==> src/rtl/exec_hazard_ctrl.sv <==
// EX-stage hazard controller for the 5-stage LEGv8 pipeline: operand forwarding,
// load-use / branch / memory-wait stall and flush generation, watchdog and perf counters.
module exec_hazard_ctrl #(
  parameter int TIMEOUT = 255,
  parameter int CNT_W   = 32
) (
  input  logic             clk,
  input  logic             reset,
  input  logic [4:0]       rn_D,
  input  logic [4:0]       rm_D,
  input  logic [4:0]       ra_E,
  input  logic [4:0]       rb_E,
  input  logic [4:0]       rd_E,
  input  logic             memRead_E,
  input  logic [4:0]       rd_M,
  input  logic             regWrite_M,
  input  logic             memAcc_M,
  input  logic             dmem_ready,
  input  logic             branch_M,
  input  logic [4:0]       rd_W,
  input  logic             regWrite_W,
  output logic [1:0]       forwardA_E,
  output logic [1:0]       forwardB_E,
  output logic             stall_F,
  output logic             stall_D,
  output logic             stall_E,
  output logic             stall_M,
  output logic             flush_D,
  output logic             flush_E,
  output logic             flush_M,
  output logic             flush_W,
  output logic             mem_error,
  output logic [CNT_W-1:0] stall_cnt,
  output logic [CNT_W-1:0] flush_cnt
);

  localparam int WC_W = (TIMEOUT < 1) ? 1 : $clog2(TIMEOUT + 1);

  typedef enum logic [1:0] {RUN, MEM_WAIT, ERROR} state_t;

  state_t            state_reg, state_next;
  logic [WC_W-1:0]   wait_cnt_reg, wait_cnt_next;
  logic [CNT_W-1:0]  stall_cnt_reg, flush_cnt_reg;
  logic              load_use;
  logic              hold_all;
  logic              pipe_ctl;
  logic              branch_flush;

  // MEM result beats WB result; XZR is never a real producer
  function automatic logic [1:0] fwd_sel(input logic [4:0] src);
    if (regWrite_M && rd_M != 5'd31 && rd_M == src)
      return 2'b10;
    else if (regWrite_W && rd_W != 5'd31 && rd_W == src)
      return 2'b01;
    else
      return 2'b00;
  endfunction

  always_comb begin
    forwardA_E = 2'b00;
    forwardB_E = 2'b00;
    if (!reset) begin
      forwardA_E = fwd_sel(ra_E);
      forwardB_E = fwd_sel(rb_E);
    end
  end

  assign load_use = memRead_E && rd_E != 5'd31 && (rd_E == rn_D || rd_E == rm_D);

  always_comb begin
    state_next    = state_reg;
    wait_cnt_next = wait_cnt_reg;
    hold_all      = 1'b0;
    pipe_ctl      = 1'b0;
    branch_flush  = 1'b0;
    stall_F       = 1'b0;
    stall_D       = 1'b0;
    stall_E       = 1'b0;
    stall_M       = 1'b0;
    flush_D       = 1'b0;
    flush_E       = 1'b0;
    flush_M       = 1'b0;
    flush_W       = 1'b0;

    if (reset) begin
      state_next    = RUN;
      wait_cnt_next = '0;
      flush_D       = 1'b1;
      flush_E       = 1'b1;
      flush_M       = 1'b1;
      flush_W       = 1'b1;
    end else begin
      case (state_reg)
        RUN: begin
          if (memAcc_M && !dmem_ready) begin
            hold_all      = 1'b1;
            state_next    = MEM_WAIT;
            wait_cnt_next = WC_W'(1);
          end else begin
            pipe_ctl = 1'b1;
          end
        end
        MEM_WAIT: begin
          if (!dmem_ready) begin
            hold_all      = 1'b1;
            wait_cnt_next = wait_cnt_reg + 1'b1;
            if (wait_cnt_reg == WC_W'(TIMEOUT))
              state_next = ERROR;
          end else begin
            // access completes: pipeline advances and normal hazards apply this cycle
            pipe_ctl      = 1'b1;
            state_next    = RUN;
            wait_cnt_next = '0;
          end
        end
        ERROR:   hold_all   = 1'b1;
        default: state_next = RUN;
      endcase

      if (hold_all) begin
        stall_F = 1'b1;
        stall_D = 1'b1;
        stall_E = 1'b1;
        stall_M = 1'b1;
        flush_W = 1'b1;
      end else if (pipe_ctl && branch_M) begin
        branch_flush = 1'b1;
        flush_D      = 1'b1;
        flush_E      = 1'b1;
        flush_M      = 1'b1;
      end else if (pipe_ctl && load_use) begin
        stall_F = 1'b1;
        stall_D = 1'b1;
        flush_E = 1'b1;
      end
    end
  end

  always_ff @(posedge clk) begin
    if (reset) begin
      state_reg     <= RUN;
      wait_cnt_reg  <= '0;
      stall_cnt_reg <= '0;
      flush_cnt_reg <= '0;
    end else begin
      state_reg    <= state_next;
      wait_cnt_reg <= wait_cnt_next;
      if (stall_F && stall_cnt_reg != '1)
        stall_cnt_reg <= stall_cnt_reg + 1'b1;
      if (branch_flush && flush_cnt_reg != '1)
        flush_cnt_reg <= flush_cnt_reg + 1'b1;
    end
  end

  assign mem_error = (state_reg == ERROR);
  assign stall_cnt = stall_cnt_reg;
  assign flush_cnt = flush_cnt_reg;

endmodule
==> config.mk <==
export PLATFORM = sky130hd
export DESIGN_NAME = exec_hazard_ctrl
export DESIGN_NICKNAME = d
export VERILOG_FILES = /design/src/rtl/exec_hazard_ctrl.sv
export SDC_FILE = /design/constraint.sdc
export NUM_CORES = 1
export LEC_CHECK = 0
export BUFFER_PORTS_ARGS = -buffer_cell sky130_fd_sc_hd__buf_2
export CAP_MARGIN = 5
export CORE_ASPECT_RATIO = 0.6
export CORE_MARGIN = 8
export CORE_UTILIZATION = 31
export CTS_CLUSTER_DIAMETER = 50
export CTS_CLUSTER_SIZE = 28
export DETAILED_ROUTE_END_ITERATION = 8
export GPL_ROUTABILITY_DRIVEN = 0
export SYNTH_ARGS = -nofsm -noshare
export SYNTH_HDL_FRONTEND = slang
export SYNTH_SLANG_ARGS = --single-unit
==> constraint.sdc <==
create_clock -name clk -period 5.7 [get_ports clk]
set_input_delay 0.57 -clock clk [delete_from_list [all_inputs] [get_ports clk]]
set_output_delay 0.57 -clock clk [all_outputs]
set_load 0.01 [all_outputs]
Yosys cells after proc, flatten, opt, wreduce, memory -nomap -nowiden:

Index checks and enable logic that the tools add are counted.

* register bits: 74

* reductions and logical operators: 19
* bitwise operators: 1
* equality and inequality tests: 16
* mux-type cells: 35
* add/sub/neg operators: 3

Operator list (count)
* 32-bit by 1-bit adder with 32-bit output (second input constant): 2
* 32-bit inequality test (second input constant): 2
* 5-bit equality test: 6
* 1-bit two-way mux: 22
* 8-bit two-way mux: 2
* 8-bit one-hot mux with 2 select lines: 1
* 5-bit inequality test (second input constant): 3
* 2-bit two-way mux: 7
* 1-bit logical AND: 13
* 8-bit by 1-bit adder with 8-bit output (second input constant): 1
* 8-bit equality test (second input constant): 1
* 2-bit one-hot mux with 3 select lines: 1
* 3-bit inequality test (second input constant): 1
* 1-bit one-hot mux with 3 select lines: 1
* 3-bit AND reduction: 1
* 2-bit by 1-bit equality test with 1-bit output (second input constant): 1
* 2-bit equality test (second input constant): 1
* 2-bit zero test: 1
* 2-bit inequality test (second input constant): 1
* 1-bit one-hot mux with 2 select lines: 1
* 2-bit AND reduction: 1
* 2-bit nonzero test: 1
* 1-bit zero test: 1
* 1-bit logical OR: 1
* 1-bit inverter: 1

Logic depth before layout (Yosys ltp):

* word-level depth: 11
* mapped depth: 9

Least setup slack after synthesis:

OpenSTA, ideal clock, no wires.

* kind: input to output
* from: input port rd_E[4]
* to: output port stall_F
* stages: 8
* path buffers: 3
* slack: 3.253 ns
* data arrival time: 1.877 ns
* cell sequence: xnor2_1 nand3_1 o22ai_1 a21oi_1 buf_2 buf_2 nor2_1 buf_4

* longest elaborated chain between the ends: 8
* elaborated cells between the ends (all ways): 11
* classes of those cells: eq/ne (3); mux (4); reduce/logical (4)

Ends and longest elaborated chain
* from (decl): line 13 `input logic [4:0] rd_E,`
* 5-bit inequality test or 5-bit equality test (tied branches): line 68 `assign load_use = memRead_E && rd_E != 5'd31 && (rd_E == rn_D || rd_E == rm_D);`
* 1-bit logical AND or 1-bit logical OR (tied branches): line 68
* 1-bit logical AND *: line 68
* 1-bit logical AND *: line 131 `end else if (pipe_ctl && load_use) begin`
* 1-bit two-way mux * (4 in a row)
* to (decl): line 24 `output logic stall_F,`

Every way passes the cells marked *; elsewhere a longest branch is shown, timed or not.

Final worst setup path:

* from: input port reset
* to: register stall_cnt_reg[11], in the netlist stall_cnt[11]

* longest elaborated chain between the ends: 2

Ends and longest elaborated chain
* from (decl): line 8 `input logic reset,`
* 1-bit two-way mux: line 85 `if (reset) begin`
* 1-bit logical AND: line 148 `if (stall_F && stall_cnt_reg != '1)`
* to (signal assigned): line 149 `stall_cnt_reg <= stall_cnt_reg + 1'b1;`
* to (decl): line 43 `logic [CNT_W-1:0] stall_cnt_reg, flush_cnt_reg;`

Several ways; a longest one is shown, not always the timed one.
A chain may end at the register's enable or synchronous reset.

==> results.yml <==
logic_synthesis:
  synthesis.instances: 521
  synth.net_count: 567
  ys.flop_type: "dfxtp_1"
  ys_top_cells_by_count: "dfxtp_1 (74), nor2_1 (68), nand2_1 (39)"
  synth-seq-cells: 74
  synth-async-reset-ratio_pct: 0
  yosys.area.top_type: "dfxtp_1"
  seq_area_frac_synth_pct: 34.54
  synth_edf_count: 0
  yosys_warnings: 0
  synth.top_cell.area_share_pct: 34.54
  syn_area_um2: 4289
  synth.most_common_cell: "dfxtp_1"
  syn_area_per_cell_um2: 8.232
  synthDistinctLibCells: 58
  yosys-top-cells-area: "dfxtp_1 (35%), nor2_1 (6.0%), xnor2_1 (5.9%)"
placed_design:
  portBuffers: 119
  hpwl_um: 9996
  dp.cells: 793
finish:
  layout-drive-gt1-share_pct: 26.34
  area_delta_synth_final_pct: 23.63
  antennaDiodeCount: 0
  nets: 675
  stdcell_count: 809
  nFillCells: 1424
global_route:
  antenna_found_initial: 0
  grt_pass1_vias: 4143
  globalRouteTotalUtil_pct: 14.22
  grt_max_degree: 57
  grt_pass1_wl_um: 21090
  overflow: 0
timing:
  period_minus_slack_ps: 3085
  drv_slew: 0
  setup_viol: 0
  rsz0062_at_grt: "no"
  worstMarginPinSlew_ps: 1262
  finalClockSkew_ps: 8.928
  final_hold_viol_count: 0
  fmax_ghz: 0.3241
  period_share_pct: 54.13
  fin_tns_setup_ps: 0
  slew_headroom_pct: 15.88
power_and_ir_drop:
  p_int_w: 0.0008790
  sequentialPowerShare_pct: 44.5
  p_leak_nw: 2.189
  total_power_w: 0.001180
  p_sw_share_pct: 25.53
  pwr-share-clk_pct: 46.5
  ir_drop_mv: 0.1090
  power_frac_comb_pct: 9.0
  power_switching_w: 0.0003014
  powerDensity_nw_per_um2: 222.6
floorplanning:
  start_util_pct: 31.57
  die-height_um: 107.1
  boundaryPins: 120
  die_w_um: 167.9
  core_um2: 13580
  die-area_um2: 17980
  rows: 33
clock_tree:
  cts.clk_slew.worst_paths_ps: 60
  cts_max_level: 3
  cts_tree: "yes"
  cts_setup_buffers: 0
  postCtsHoldBufs: 0
  root_buffer: "clkbuf_16"
  post_cts_resized: 0
  clk_path_buf_depth: 2
  clk_latency_ps: 340
  cts_sinks: 74
  cts_inserted_buffers: 9
detailed_routing:
  wl_um: 13170
  ant_nets: 0
  drc: 0
  drt_iter0_drc: 268
  avgViaCountPerCell: 5.279
  routed-via-count: 4271
  firstDrtPassIters: 4
  wl_per_cell_um: 16.28
worst_setup_path:
  critPathRequiredTime_ps: 5920
  worstRegToRegCells: 5
  crit_slowest_cell: "a41o_1"
  cp-end-kind: "register"
  startpoint: "reset"
  path_max_fanout: 56
  critPathBufInv: 3
  crit_cells: 7
  start_kind: "primary input"
  critical_path.top_delay_family: "buffers and inverters"
  crit-reg2reg-launch: "stall_cnt[3]$_SDFFE_PP0P_"
  worstPathCellList: "buf_2, buf_4, nor2_4, inv_2, a41o_1, nor3_1, mux2_2"
  cp_data_arrival_time_ps: 3310
  crit_type: "in2reg"
  reg2reg_to: "stall_cnt[11]$_SDFFE_PP0P_"
  critPathMaxStageDelay_ps: 980
  cp-endpoint: "stall_cnt[11]$_SDFFE_PP0P_"
  r2r_slack_ps: 2780
worst_hold_path:
  hold_start: "wait_cnt_reg[5]$_SDFFE_PP0P_"
  hold_class: "reg2reg"
job:
  cap_viol_max_count: 0
run_status:
  status: "completed"
## metrics by stage
step,setup slack [ps],cell area (um2),hold WS [ps],utilization [%]
final,2615,5303,519.2,39.03
after detailed placement,2268,5014,501.2,36.91
after global routing,2413,5303,551.6,39.03
after global placement,2437,5014,497.8,36.91
after floorplan,3253,4289,479.2,-
after CTS,2661,5303,516.3,39.03
## tightest hold or removal path, stage by stage, from the launching register on
cell and delay (ps):
dfxtp_1 340, xor2_1 80, nor2_1 70
## layout by cell type (no fill, tap or decap), types with 7 or more instances in the layout
master,count
a21oi_1,19
and3_1,13
and4_1,7
buf_2,119
clkbuf_16,9
dfxtp_1,74
inv_1,11
mux2_2,15
nand2_1,39
nand3_1,34
nand4_1,24
nor2_1,68
nor2b_1,15
nor3_1,11
nor4_1,19
o21ai_0,9
o31ai_1,9
or4_1,10
xnor2_1,29
xor2_1,28
## worst min path at each step
stage	slack, ps	cells after the start	to
floorplan	480	2	wait_cnt_reg[5]$_SDFFE_PP0P_
global placement	500	2	flush_cnt[12]$_SDFFE_PP0P_
detailed placement	500	2	wait_cnt_reg[5]$_SDFFE_PP0P_
CTS	520	2	wait_cnt_reg[5]$_SDFFE_PP0P_
global route	550	2	state_reg[1]$_SDFFE_PP0P_
finish	520	2	wait_cnt_reg[5]$_SDFFE_PP0P_
## cell families (layout without fill, tap and decap cells)
kind of cell	Yosys count	in the layout	synth area share, %
AO/OA/AOI/OAI	66	66	10.33
XOR/XNOR	57	57	11.64
adder cells (fa/ha/maj)	3	3	0.8752
buffers and inverters	36	149	3.588
flip-flops	74	74	34.54
multiplexers	18	18	4.638
AND/OR/NAND/NOR	267	267	34.39
## power by group through the flow
stage	registers (W)	clock network (W)	logic, W
after global placement	0.000536	0	0.000102
after CTS	0.000525	0.000563	0.000107
final	0.000525	0.000549	0.000106
after detailed placement	0.000536	0	0.000107
after global routing	0.000525	0.000585	0.000117
after floorplan	0.000536	0	0.0000651
## area by class of cell
type	instances	area, um2	share of cell area (%)
Tap cell	175	219.0	4.129
Inverter	12	45.04	0.8495
Sequential cell	74	1481	27.94
Clock buffer	11	252.7	4.766
Clock inverter	5	36.28	0.6843
Multi-Input combinational cell	411	2658	50.12
Timing Repair Buffer	121	610.6	11.51
## layer usage
metal	GRT usage (%)	vias up	wire, um
met5	0	-	0
met1	17.63	2044	6020
li1	-	2103	-
met2	22.17	101	5912
met3	5.393	23	942
met4	5.390	0	298
(Power assumes the default switching activity.)
